--- src/rtl/fifo_fill_arbiter_pkg.sv ---
// Shared definitions for the feature-buffer fill arbiter: default widths,
// the BRAM read latency seen by the fill controllers, and the FSM encoding.
package fifo_fill_arbiter_pkg;

  localparam int FILL_NUM_REQ   = 2;
  localparam int FILL_ADDR_W    = 14;
  localparam int FILL_DATA_W    = 16;
  localparam int FILL_MASK_W    = 9;
  localparam int FILL_RD_LAT    = 2;
  localparam int FILL_BURST_MAX = 16;

  typedef enum logic {
    ST_IDLE   = 1'b0,
    ST_ACTIVE = 1'b1
  } arb_state_e;

  // Requester id width; a single requester still carries a 1-bit id.
  function automatic int id_width(input int num_req);
    return (num_req > 1) ? $clog2(num_req) : 1;
  endfunction

endpackage

--- src/rtl/fifo_fill_arbiter_rr_arbiter.sv ---
// Round-robin arbiter with row lock: one-hot grant from a rotating priority
// pointer, plus a burst counter that bounds how long a lock can hold the port.
module fifo_fill_arbiter_rr_arbiter
  import fifo_fill_arbiter_pkg::*;
#(
  parameter  int NUM_REQ   = FILL_NUM_REQ,
  parameter  int BURST_MAX = FILL_BURST_MAX,
  localparam int ID_W      = id_width(NUM_REQ)
) (
  input  logic               clk,
  input  logic               reset,
  input  logic               i_enable,
  input  logic [NUM_REQ-1:0] i_req,
  input  logic [NUM_REQ-1:0] i_lock,
  output logic [NUM_REQ-1:0] o_grant,
  output logic               o_accept,
  output logic [ID_W-1:0]    o_grant_id
);

  localparam int BURST_W = $clog2(BURST_MAX + 1);

  logic [ID_W-1:0]    r_ptr;
  logic [BURST_W-1:0] r_burst;
  logic [ID_W-1:0]    w_next_ptr;
  logic               w_keep;

  // Scan from the pointer upward first, then wrap to the indices below it.
  always_comb begin
    logic found;
    // NOTE: every output of a combinational block gets a default before any
    // branch, so no path leaves it unassigned and no latch is inferred.
    found      = 1'b0;
    o_grant    = '0;
    o_grant_id = '0;
    if (i_enable) begin
      for (int i = 0; i < NUM_REQ; i++) begin
        if (!found && i_req[i] && (i >= int'(r_ptr))) begin
          found      = 1'b1;
          o_grant[i] = 1'b1;
          o_grant_id = ID_W'(i);
        end
      end
      for (int i = 0; i < NUM_REQ; i++) begin
        if (!found && i_req[i] && (i < int'(r_ptr))) begin
          found      = 1'b1;
          o_grant[i] = 1'b1;
          o_grant_id = ID_W'(i);
        end
      end
    end
  end

  assign o_accept   = |o_grant;
  assign w_keep     = i_lock[o_grant_id] && (r_burst < BURST_W'(BURST_MAX - 1));
  assign w_next_ptr = (o_grant_id == ID_W'(NUM_REQ - 1)) ? '0 : o_grant_id + ID_W'(1);

  // NOTE: state registers use non-blocking assignments so every flop samples
  // pre-edge values regardless of statement order.
  always_ff @(posedge clk or negedge reset) begin
    if (!reset) begin
      r_ptr   <= '0;
      r_burst <= '0;
    end else if (o_accept) begin
      if (w_keep) begin
        r_ptr   <= o_grant_id;
        r_burst <= r_burst + BURST_W'(1);
      end else begin
        r_ptr   <= w_next_ptr;
        r_burst <= '0;
      end
    end else begin
      r_burst <= '0;
    end
  end

endmodule

--- src/rtl/fifo_fill_arbiter.sv ---
// Shares the feature-buffer BRAM read port between fill controllers; returning
// words are tagged with the winner id and FIFO write mask via a tag pipe.
module fifo_fill_arbiter
  import fifo_fill_arbiter_pkg::*;
#(
  parameter int NUM_REQ   = FILL_NUM_REQ,
  parameter int ADDR_W    = FILL_ADDR_W,
  parameter int DATA_W    = FILL_DATA_W,
  parameter int MASK_W    = FILL_MASK_W,
  parameter int RD_LAT    = FILL_RD_LAT,
  parameter int BURST_MAX = FILL_BURST_MAX
) (
  input  logic                      clk,
  input  logic                      reset,
  input  logic                      enable,
  input  logic [NUM_REQ-1:0]        req_valid,
  input  logic [NUM_REQ-1:0]        req_lock,
  input  logic [NUM_REQ*ADDR_W-1:0] req_addr,
  input  logic [NUM_REQ*MASK_W-1:0] req_mask,
  output logic [NUM_REQ-1:0]        req_ready,
  output logic                      bram_en,
  output logic [ADDR_W-1:0]         bram_addr,
  input  logic [DATA_W-1:0]         bram_dout,
  output logic [NUM_REQ-1:0]        out_valid,
  output logic [MASK_W-1:0]         out_mask,
  output logic [DATA_W-1:0]         out_data,
  output logic                      busy
);

  localparam int ID_W = id_width(NUM_REQ);

  typedef struct packed {
    logic              valid;
    logic [ID_W-1:0]   id;
    logic [MASK_W-1:0] mask;
  } tag_t;

  logic               w_arb_en;
  logic [NUM_REQ-1:0] w_grant;
  logic               w_accept;
  logic [ID_W-1:0]    w_grant_id;
  logic [ADDR_W-1:0]  w_sel_addr;
  logic [MASK_W-1:0]  w_sel_mask;
  logic               w_pipe_pending;
  tag_t               w_out_tag;

  logic               r_bram_en;
  logic [ADDR_W-1:0]  r_bram_addr;
  tag_t               r_tag [RD_LAT+1];
  arb_state_e         r_state;
  logic               r_busy;

  // No grant is offered while reset is held, so nothing is accepted into a
  // pipe that is being cleared.
  assign w_arb_en = enable & reset;

  fifo_fill_arbiter_rr_arbiter #(
    .NUM_REQ   (NUM_REQ),
    .BURST_MAX (BURST_MAX)
  ) u_rr (
    .clk        (clk),
    .reset      (reset),
    .i_enable   (w_arb_en),
    .i_req      (req_valid),
    .i_lock     (req_lock),
    .o_grant    (w_grant),
    .o_accept   (w_accept),
    .o_grant_id (w_grant_id)
  );

  // Grant is one-hot, so a plain select per requester forms the mux.
  always_comb begin
    w_sel_addr = '0;
    w_sel_mask = '0;
    for (int i = 0; i < NUM_REQ; i++) begin
      if (w_grant[i]) begin
        w_sel_addr = req_addr[i*ADDR_W +: ADDR_W];
        w_sel_mask = req_mask[i*MASK_W +: MASK_W];
      end
    end
  end

  // Stage 0 lines up with the BRAM address register; stage RD_LAT lines up
  // with bram_dout.
  always_ff @(posedge clk or negedge reset) begin
    if (!reset) begin
      r_bram_en   <= 1'b0;
      r_bram_addr <= '0;
      // NOTE: this register array is reset, unlike a data RAM, because a
      // stale valid bit would raise out_valid for a read that was discarded.
      for (int k = 0; k <= RD_LAT; k++) r_tag[k] <= '0;
    end else begin
      r_bram_en <= w_accept;
      if (w_accept) r_bram_addr <= w_sel_addr;
      r_tag[0] <= w_accept ? tag_t'{valid: 1'b1, id: w_grant_id, mask: w_sel_mask} : '0;
      for (int k = 1; k <= RD_LAT; k++) r_tag[k] <= r_tag[k-1];
    end
  end

  // Reads still in flight after the current edge, excluding the output stage.
  always_comb begin
    w_pipe_pending = 1'b0;
    for (int k = 0; k < RD_LAT; k++) w_pipe_pending = w_pipe_pending | r_tag[k].valid;
  end

  always_ff @(posedge clk or negedge reset) begin
    if (!reset) begin
      r_state <= ST_IDLE;
      r_busy  <= 1'b0;
    end else begin
      case (r_state)
        ST_IDLE: begin
          if (w_accept) begin
            r_state <= ST_ACTIVE;
            r_busy  <= 1'b1;
          end
        end
        ST_ACTIVE: begin
          if (!w_accept && !w_pipe_pending) begin
            r_state <= ST_IDLE;
            r_busy  <= 1'b0;
          end
        end
        default: begin
          r_state <= ST_IDLE;
          r_busy  <= 1'b0;
        end
      endcase
    end
  end

  assign w_out_tag = r_tag[RD_LAT];

  always_comb begin
    out_valid = '0;
    for (int i = 0; i < NUM_REQ; i++)
      out_valid[i] = w_out_tag.valid && (w_out_tag.id == ID_W'(i));
  end

  assign out_mask  = w_out_tag.mask;
  assign out_data  = bram_dout;
  assign req_ready = w_grant;
  assign bram_en   = r_bram_en;
  assign bram_addr = r_bram_addr;
  assign busy      = r_busy;

endmodule

--- config.mk ---
export PLATFORM = sky130hd
export DESIGN_NAME = fifo_fill_arbiter
export DESIGN_NICKNAME = d
export VERILOG_FILES = /design/src/rtl/fifo_fill_arbiter_pkg.sv /design/src/rtl/fifo_fill_arbiter_rr_arbiter.sv /design/src/rtl/fifo_fill_arbiter.sv
export SDC_FILE = /design/constraint.sdc
export NUM_CORES = 1
export LEC_CHECK = 0
export ABC_AREA = 1
export CAP_MARGIN = 0
export CORE_ASPECT_RATIO = 1.4
export CORE_MARGIN = 3
export CORE_UTILIZATION = 46
export CTS_BUF_LIST = sky130_fd_sc_hd__clkbuf_4
export DETAILED_ROUTE_END_ITERATION = 6
export PLACE_DENSITY = 0.89
export SETUP_SLACK_MARGIN = 0.2
export SYNTH_ARGS = -nofsm -noshare
export SYNTH_HDL_FRONTEND = slang
export SYNTH_HIERARCHICAL = 1
export SYNTH_SLANG_ARGS = --single-unit
--- constraint.sdc ---
create_clock -name clk -period 3.65 [get_ports clk]
set_input_delay 1.095 -clock clk [delete_from_list [all_inputs] [get_ports clk]]
set_output_delay 1.095 -clock clk [all_outputs]
set_load 0.05 [all_outputs]
==> results.sh, run 1 <==
export IMPL_nFillCells=436
export IMPL_ff2ff_path_depth=11
export IMPL_gp_congestion=0.703
export IMPL_max_freq_mhz=312
export IMPL_die_h_um=91.8
export IMPL_syn_to_final_growth_pct=30.0
export IMPL_grt_max_degree=56
export IMPL_start_kind="input port"
export IMPL_routed_via_count=1822
export IMPL_antenna_found_initial=0
export IMPL_crit_chain="clkdlybuf4s50_1, nand2_1, inv_1, nand2_1, inv_1, nand2_2, inv_2, buf_12"
export IMPL_crit_type="input port to primary output"
export IMPL_drc=0
export IMPL_grt_total_usage_pct=16.2
export IMPL_yosys_warnings=6
export IMPL_dr_pass1_iters=4
export IMPL_worst_pin_slew_ns=0.653
export IMPL_antenna_left=0
export IMPL_post_route_util_pct=63.5
export IMPL_syn_num_nets=339
export IMPL_clk_latency_ns=0.38
export IMPL_drv_cap=0
export IMPL_critPathMaxStageDelay_ns=0.45
export IMPL_die_area_sq_um=6180
export IMPL_die_w_um=67.3
export IMPL_final_setup_worst_slack_ns=0.445
export IMPL_ys_ff_latch=55
export IMPL_grt_pass1_wl_um=7690
export IMPL_worstPathRequired_ns=2.55
export IMPL_hold_buffers=0
export IMPL_syn_area_sq_um=2420
export IMPL_fin_nets=396
export IMPL_worstPathArrival_ns=2.11
export IMPL_slew_viol_final=0
export IMPL_synth_cells=269
export IMPL_detail_route_vias_per_cell=4.66
export IMPL_clockRootBuffer="clkbuf_4"
export IMPL_place_ws_ns=0.423
export IMPL_clock_skew_ns=0.0159
export IMPL_holdPathStages=0
export IMPL_finalCriticalPeriod_ns=3.21
export IMPL_powerDensity_nw_per_um2=467
export IMPL_syn_avg_cell_area_sq_um=9.00
export IMPL_postCtsSetupRepairBufs=0
export IMPL_tns_ns=0
export IMPL_start_util_pct=48.8
export IMPL_rows=30
export IMPL_drt_iter0_drc=42
export IMPL_hp_class="flip-flop to flip-flop"
export IMPL_synth_cell_types=20
export IMPL_ir_drop_mv=0.273
export IMPL_synthTopCellsByArea="dfrtp_1, nand2_1, nor2_1"
export IMPL_maxSlewHeadroom_pct=56.5
export IMPL_ys_seq_area_share_pct=56.9
export IMPL_synthMostInstantiatedCell="nand2_1"
export IMPL_pin_count=114
export IMPL_port_buffers=81
export IMPL_multi_input_area_sq_um=709
export IMPL_wirelength_um=4690
export IMPL_clock_sinks=55
export IMPL_cp_max_fo=4
export IMPL_coreArea_sq_um=4950
export IMPL_layout_drive_gt1_share_pct=9.17
export IMPL_cts_resized=0
export IMPL_crit_slowest_cell="clkdlybuf4s50_1"
export IMPL_ys_top_cells_by_count="nand2_1, nor2_1, dfrtp_1"
export IMPL_antennaDiodeCount=0
export IMPL_finalSetupViolations=0
export IMPL_cts_tree="yes"
export IMPL_seq_area_sq_um=1380
export IMPL_outcome="finished clean"
export IMPL_period_share_pct=87.8
export IMPL_grt_ovfl_total=0
export IMPL_wl_per_cell_um=12.0
export IMPL_numCtsBuffers=5
export IMPL_yosys_area_top_type="dfrtp_1"
export IMPL_synth_top_area_share_pct=56.9
export IMPL_final_cell_area_sq_um=3150
export IMPL_leakage_nw=1.45
export IMPL_stdcell_count=391
export IMPL_hold_viol=0
export IMPL_dpl_hpwl_um=3560
export IMPL_h_tree_depth=2
export IMPL_synth_async_reset_ratio_pct=100
export IMPL_clk_pin_slew_ns=0.16
export IMPL_dp_cells=383
export IMPL_synth_top_flop_cell="dfrtp_1"
export IMPL_grt_pass1_vias=1825
export IMPL_rsz0062_at_grt="no"
export IMPL_synth_edff_count=0
export IMPL_dpl_cell_area_sq_um=3080
export IMPL_clk_path_buf_depth=2
export IMPL_worst_setup_path_end_kind="primary output"
## metal layers
| layer | part of all wire, % | track usage (%) |
|---|---|---|
| met1 | 37 | 16.0 |
| met4 | 2.2 | 6.94 |
| met5 | 0 | 0 |
| met3 | 8.2 | 5.15 |
| met2 | 53 | 29.9 |
## kinds of logic after synthesis
kind of cell,Yosys count,synth area share [%]
buf+inv,51,14.0
xor+xnor,2,0.724
simple gates,146,24.9
compound gates,14,3.05
flops,55,56.9
fa+ha+maj,1,0.517
## path summary, 6_finish.rpt
path | startpoint | to | slack [ns]
worst max-delay path | enable | req_ready[1] | 0.44
worst min-delay path | r_tag[28] | r_tag[17] | 0.36
worst max register to register | u_rr/r_ptr | bram_addr[7] | 1.69
worst min register to register | r_tag[28] | r_tag[17] | 0.36
max in group asynchronous | reset | r_tag[23] | 2.38
min in group asynchronous | reset | bram_en | 0.84
## critical path, delay by kind of cell
kind | cells | cell delay [ns]
AND/OR/NAND/NOR | 3 | 0.18
buffers and inverters | 5 | 0.83
## cells in the final DEF, fill, tap and decap left out
| cell type | Yosys | final |
|---|---|---|
| clkdlybuf4s50_1 | 0 | 78 |
| nand2_1 | 64 | 64 |
| nor2_1 | 59 | 59 |
| dfrtp_1 | 55 | 55 |
| inv_1 | 13 | 13 |
| nand3_1 | 12 | 12 |
| a21oi_1 | 11 | 10 |
| nor2_2 | 7 | 7 |
| clkbuf_4 | 0 | 5 |
| buf_4 | 25 | 4 |
| inv_2 | 3 | 3 |
| o21ai_0 | 2 | 2 |
| nand2_2 | 2 | 2 |
| inv_6 | 0 | 2 |
| buf_12 | 1 | 2 |
| a21oi_2 | 1 | 2 |
| clkinv_4 | 0 | 1 |
| buf_2 | 5 | 1 |
| nand4_1 | 1 | 1 |
| nand3_4 | 1 | 1 |
| xnor2_1 | 1 | 1 |
| xor2_1 | 1 | 1 |
| ha_1 | 1 | 1 |
## through the flow
| stage | power, mW | hold WS, ns |
|---|---|---|
| floorplan | 1.05 | 0.331 |
| global placement | 1.19 | 0.331 |
| detailed placement | 1.20 | 0.335 |
| CTS | 1.49 | 0.361 |
| global route | 1.54 | 0.372 |
| finish | 1.47 | 0.364 |
## registers in the layout, summed over array words and instances (netlist names)
name,count
bram_addr,14
out_mask,9
r_tag,23
u_rr/r_ptr,1
bram_en,1
r_state,1
u_rr/r_burst,5
busy,1
## final cells by class
class                   count  share of cell area (%)
flip-flops and latches     55                    43.8
repair buffers             85                    27.2
multi-input cells         163                    22.6
well taps                  64                    2.55
inverters                  16                    1.91
clock buffers               5                    1.19
clock inverters             3                   0.835
## power by group
group	total [mW]	leakage [nW]	switching [mW]	internal, mW
Combinational	0.481	0.692	0.303	0.178
Sequential	0.707	0.726	0.0365	0.670
Clock	0.281	0.0362	0.199	0.0819
(Power assumes the default switching activity.)
==> run 2, diff against run 1 <==
Settings changed: CORE_MARGIN 3 to not set.
==> run 2 against run 1 <==
Routed wire length decreased by 5.6%. Largest power group unchanged. Critical endpoint unchanged. Highest routed layer unchanged. Clock skew down 0.0048 ns. Sequential share of layout area decreased by 0.087 points. Clock power is 8.5% lower. Core utilization is 0.13 points higher. First-iteration DRC count up 76%.
==> results.sh, run 2 (same netlist as run 1, synthesis figures left out) <==
export IMPL_cts_tree="yes"
export IMPL_holdPathStages=0
export IMPL_final_cell_mix="clkdlybuf4s50_1, nand2_1, nor2_1, dfrtp_1, inv_1"
export IMPL_mostFrequentLayoutCell="clkdlybuf4s50_1"
export IMPL_worst_setup_path_end_kind="primary output"
export IMPL_hold_buffers=0
export IMPL_finalCriticalPeriod_ns=3.16
export IMPL_maxSlewHeadroom_pct=56.5
export IMPL_grt_max_degree=56
export IMPL_hold_start="r_tag[26]"
export IMPL_pin_count=114
export IMPL_port_buffers=81
export IMPL_gp_congestion=0.773
export IMPL_fin_nets=396
export IMPL_tns_ns=0
export IMPL_grt_pass1_wl_um=7590
export IMPL_coreArea_sq_um=4950
export IMPL_grt_pass1_vias=1729
export IMPL_antenna_left=0
export IMPL_rows=30
export IMPL_drt_iter0_drc=74
export IMPL_nFillCells=438
export IMPL_slew_viol_final=0
export IMPL_rr_startpoint="u_rr/r_ptr"
export IMPL_die_w_um=63.3
export IMPL_clock_sinks=55
export IMPL_clk_path_buf_depth=2
export IMPL_finalSetupViolations=0
export IMPL_switching_power_mw=0.520
export IMPL_switching_share_pct=36.0
export IMPL_routed_via_count=1823
export IMPL_crit_type="input port to primary output"
export IMPL_syn_to_final_growth_pct=30.2
export IMPL_max_freq_mhz=316
export IMPL_drv_cap=0
export IMPL_whs_endpoint="r_tag[15]"
export IMPL_reg2reg_setup_slack_ns=1.72
export IMPL_layout_drive_gt1_share_pct=8.87
export IMPL_drc=0
export IMPL_period_share_pct=86.6
export IMPL_cp_max_fo=4
export IMPL_largest_reg_flops=23
export IMPL_antenna_found_initial=0
export IMPL_h_tree_depth=2
export IMPL_ff2ff_path_depth=11
export IMPL_ir_drop_mv=0.250
export IMPL_start_util_pct=48.8
export IMPL_outcome="finished clean"
export IMPL_grt_ovfl_total=0
export IMPL_postCtsSetupRepairBufs=0
export IMPL_wl_per_cell_um=11.3
export IMPL_hold_viol=0
export IMPL_seq_power_share_pct=48.7
export IMPL_die_area_sq_um=5560
export IMPL_clkPwrFrac_pct=17.8
export IMPL_p_comb_share_pct=33.5
export IMPL_clockRootBuffer="clkbuf_4"
export IMPL_worstPathArrival_ns=2.07
export IMPL_power_total_mw=1.44
export IMPL_internal_power_mw=0.924
export IMPL_clock_skew_ns=0.0111
export IMPL_dpl_hpwl_um=3280
export IMPL_cts_resized=0
export IMPL_r2r_end="busy"
export IMPL_powerDensity_nw_per_um2=458
export IMPL_rsz0062_at_grt="no"
export IMPL_die_h_um=87.8
export IMPL_clk_latency_ns=0.37
export IMPL_detail_route_vias_per_cell=4.66
export IMPL_wirelength_um=4420
export IMPL_leakage_nw=1.45
export IMPL_clk_pin_slew_ns=0.14
export IMPL_numCtsBuffers=5
export IMPL_hp_class="flip-flop to flip-flop"
export IMPL_grt_total_usage_pct=18.0
export IMPL_dr_pass1_iters=4
export IMPL_antennaDiodeCount=0
export IMPL_regMostFlops="r_tag"
export IMPL_start_kind="input port"
export IMPL_worstPathRequired_ns=2.55
export IMPL_worst_pin_slew_ns=0.653
run 2: final cells by class:
type,count,area (sq um),share of cell area (%)
Sequential cell,55,1380,43.7
Clock buffer,5,37.5,1.19
Tap cell,64,80.1,2.54
Timing Repair Buffer,85,868,27.6
Clock inverter,3,20.0,0.635
Multi-Input combinational cell,163,709,22.5
Inverter,16,60.1,1.91
run 2: power by group through the flow:
stage / logic, mW / clock network (mW) / registers [mW]
2_1_floorplan: 0.168 / 0 / 0.884
3_3_place_gp: 0.481 / 0 / 0.716
3_5_place_dp: 0.488 / 0 / 0.717
4_1_cts: 0.489 / 0.268 / 0.706
5_1_grt: 0.518 / 0.299 / 0.714
6_report: 0.484 / 0.257 / 0.704
run 2: worst max-delay path, cell delays in order:
cell	delay [ns]
clkdlybuf4s50_1	0.45
nand2_1	0.05
inv_1	0.06
nand2_1	0.05
inv_1	0.07
nand2_2	0.08
inv_2	0.08
buf_12	0.13
run 2: per-layer routing:
metal / vias up / track usage (%) / routed length [um]
li1: 909 / - / -
met5: - / 0 / 0
met1: 826 / 19.6 / 1670
met4: 0 / 8.88 / 107
met3: 15 / 5.21 / 364
met2: 73 / 32.0 / 2280
run 2: worst max-delay path by stage:
| stage | from | endpoint | slack, ns |
|---|---|---|---|
| final | enable | req_ready[1] | 0.49 |
| after global routing | enable | req_ready[1] | 0.42 |
| after CTS | enable | req_ready[1] | 0.49 |
| after detailed placement | enable | busy | 0.48 |
| after global placement | enable | req_ready[1] | 0.50 |
| after floorplan | enable | req_ready[0] | 0.26 |
run 2: metrics by stage:
step           worst slack [ns]  area, sq um  instances  hold WS, ns  utilization, %
2_1_floorplan             0.264         2420        269        0.331               -
3_3_place_gp              0.498         3090        383        0.331            62.4
3_5_place_dp              0.484         3090        383        0.335            62.4
6_report                  0.490         3150        391        0.364            63.6
4_1_cts                   0.486         3150        391        0.367            63.6
5_1_grt                   0.416         3150        391        0.377            63.6
==> run 3, diff against run 2 <==
==> constraint.sdc (replaced) <==
create_clock -name clk -period 3.65 [get_ports clk]
set_input_delay 1.095 -clock clk [delete_from_list [all_inputs] [get_ports clk]]
set_output_delay 1.095 -clock clk [all_outputs]
set_load 0.01 [all_outputs]
==> run 3 against run 2 <==
Via count fell by 0.11%. Clock-buffer cell count unchanged. Design area down 0.28%. Clock skew is 0.0018 ns higher. Global-route usage up 0.50 points. Combinational power down 35%. Die area unchanged. Routed wire length is 4.8% higher. Core utilization fell by 0.18 points. Critical path depth did not move. Largest power group unchanged. Sequential power about the same. Total power decreased by 6.5%.
==> results.sh, run 3 (same netlist as run 1, synthesis figures left out) <==
export IMPL_wirelength_um=4630
export IMPL_gp_congestion=0.737
export IMPL_slew_viol_final=0
export IMPL_worstPathArrival_ns=2.22
export IMPL_max_freq_mhz=302
export IMPL_start_util_pct=48.8
export IMPL_final_cell_mix="clkdlybuf4s50_1, nand2_1, nor2_1, dfrtp_1, inv_1"
export IMPL_hold_start="r_tag[31]"
export IMPL_reg2reg_setup_slack_ns=1.52
export IMPL_clockRootBuffer="clkbuf_4"
export IMPL_dr_pass1_iters=4
export IMPL_antennaDiodeCount=0
export IMPL_dpl_hpwl_um=3430
export IMPL_regMostFlops="r_tag"
export IMPL_clock_sinks=55
export IMPL_largest_reg_flops=23
export IMPL_holdPathStages=0
export IMPL_fin_nets=396
export IMPL_clock_skew_ns=0.0129
export IMPL_grt_pass1_vias=1887
export IMPL_cp_max_fo=4
export IMPL_wl_per_cell_um=11.8
export IMPL_whs_ns=0.367
export IMPL_rr_startpoint="u_rr/r_ptr"
export IMPL_nFillCells=436
export IMPL_rsz0062_at_grt="no"
export IMPL_finalSetupViolations=0
export IMPL_drv_cap=0
export IMPL_r2r_end="busy"
export IMPL_finalCriticalPeriod_ns=3.32
export IMPL_worst_pin_slew_ns=0.668
export IMPL_crit_type="input port to primary output"
export IMPL_h_tree_depth=2
export IMPL_whs_endpoint="r_tag[20]"
export IMPL_die_w_um=63.3
export IMPL_mostFrequentLayoutCell="clkdlybuf4s50_1"
export IMPL_leakage_nw=1.46
export IMPL_powerDensity_nw_per_um2=430
export IMPL_port_buffers=81
export IMPL_pin_count=114
export IMPL_grt_pass1_wl_um=7890
export IMPL_worstPathRequired_ns=2.55
export IMPL_start_kind="input port"
export IMPL_clk_pin_slew_ns=0.15
export IMPL_hold_viol=0
export IMPL_antenna_found_initial=0
export IMPL_crit_slowest_cell="clkdlybuf4s50_1"
export IMPL_layout_drive_gt1_share_pct=8.56
export IMPL_die_h_um=87.8
export IMPL_period_share_pct=90.8
export IMPL_hp_class="flip-flop to flip-flop"
export IMPL_detail_route_vias_per_cell=4.66
export IMPL_drt_iter0_drc=94
export IMPL_coreArea_sq_um=4950
export IMPL_syn_to_final_growth_pct=29.9
export IMPL_grt_ovfl_total=0
export IMPL_cts_tree="yes"
export IMPL_routed_via_count=1821
export IMPL_numCtsBuffers=5
export IMPL_antenna_left=0
export IMPL_drc=0
export IMPL_crit_chain="clkdlybuf4s50_1, nand2_1, inv_1, nand2_1, inv_1, nand2_2, inv_2, dlygate4sd2_1"
export IMPL_critPathMaxStageDelay_ns=0.45
export IMPL_rows=30
export IMPL_clk_latency_ns=0.36
export IMPL_grt_max_degree=56
export IMPL_ff2ff_path_depth=11
export IMPL_grt_total_usage_pct=18.5
export IMPL_die_area_sq_um=5560
export IMPL_outcome="finished clean"
export IMPL_maxSlewHeadroom_pct=55.5
export IMPL_tns_ns=0
export IMPL_clk_path_buf_depth=2
export IMPL_worst_setup_path_end_kind="primary output"
export IMPL_ir_drop_mv=0.222
export IMPL_multi_input_area_sq_um=709
export IMPL_seq_area_sq_um=1380
## run 3: cell count changes in the layout (fill, tap and decap cells not counted)
cell,delta
dlygate4sd2_1,+2
inv_6,+1
buf_4,+1
clkinv_4,-1
clkinv_1,-1
bufinv_16,+1
buf_12,-3
## run 3: area by class of cell
cell class | count | area share, %
Inverter | 16 | 1.91
Clock buffer | 5 | 1.19
Tap cell | 64 | 2.55
Clock inverter | 3 | 1.47
Multi-Input combinational cell | 163 | 22.6
Timing Repair Buffer | 85 | 26.5
Sequential cell | 55 | 43.8
## run 3: timing repair
item	in CTS	in global routing
gates resized for setup	2	0
setup endpoints to repair	2	0
hold buffers	0	0
buffers inserted	0	0
## run 3: worst max path at each step
stage / start / endpoint / depth (start not counted)
3_5_place_dp: enable / req_ready[1] / 8
2_1_floorplan: enable / req_ready[0] / 4
5_1_grt: enable / req_ready[1] / 8
6_report: enable / req_ready[1] / 8
4_1_cts: enable / req_ready[1] / 8
3_3_place_gp: enable / req_ready[1] / 8
## run 3: worst max-delay path: cells and delay by family
family,cells,cell delay [ns]
buffers and inverters,5,0.93
AND/OR/NAND/NOR,3,0.20
## run 3: power breakdown
| group | switching, mW | leakage, nW | internal (mW) |
|---|---|---|---|
| clock | 0.182 | 0.0418 | 0.147 |
| combinational | 0.142 | 0.691 | 0.175 |
| sequential | 0.0352 | 0.726 | 0.670 |
## run 3: through the flow
stage	power [mW]	worst slack (ns)	cell area, sq um	util [%]	instances
detailed placement	1.04	0.0646	3060	61.8	383
floorplan	0.862	0.824	2420	-	269
finish	1.35	0.335	3140	63.4	391
global placement	1.03	0.134	3060	61.8	383
global route	1.44	0.224	3140	63.4	391
CTS	1.37	0.331	3140	63.4	391
## run 3: per-layer routing
layer | vias to the layer above | part of all wire [%] | GRT usage (%)
li1 | 909 | - | -
met1 | 835 | 38 | 17.8
met2 | 63 | 54 | 35.7
met3 | 14 | 6.6 | 5.21
met4 | 0 | 1.7 | 9.09
met5 | - | 0 | 0
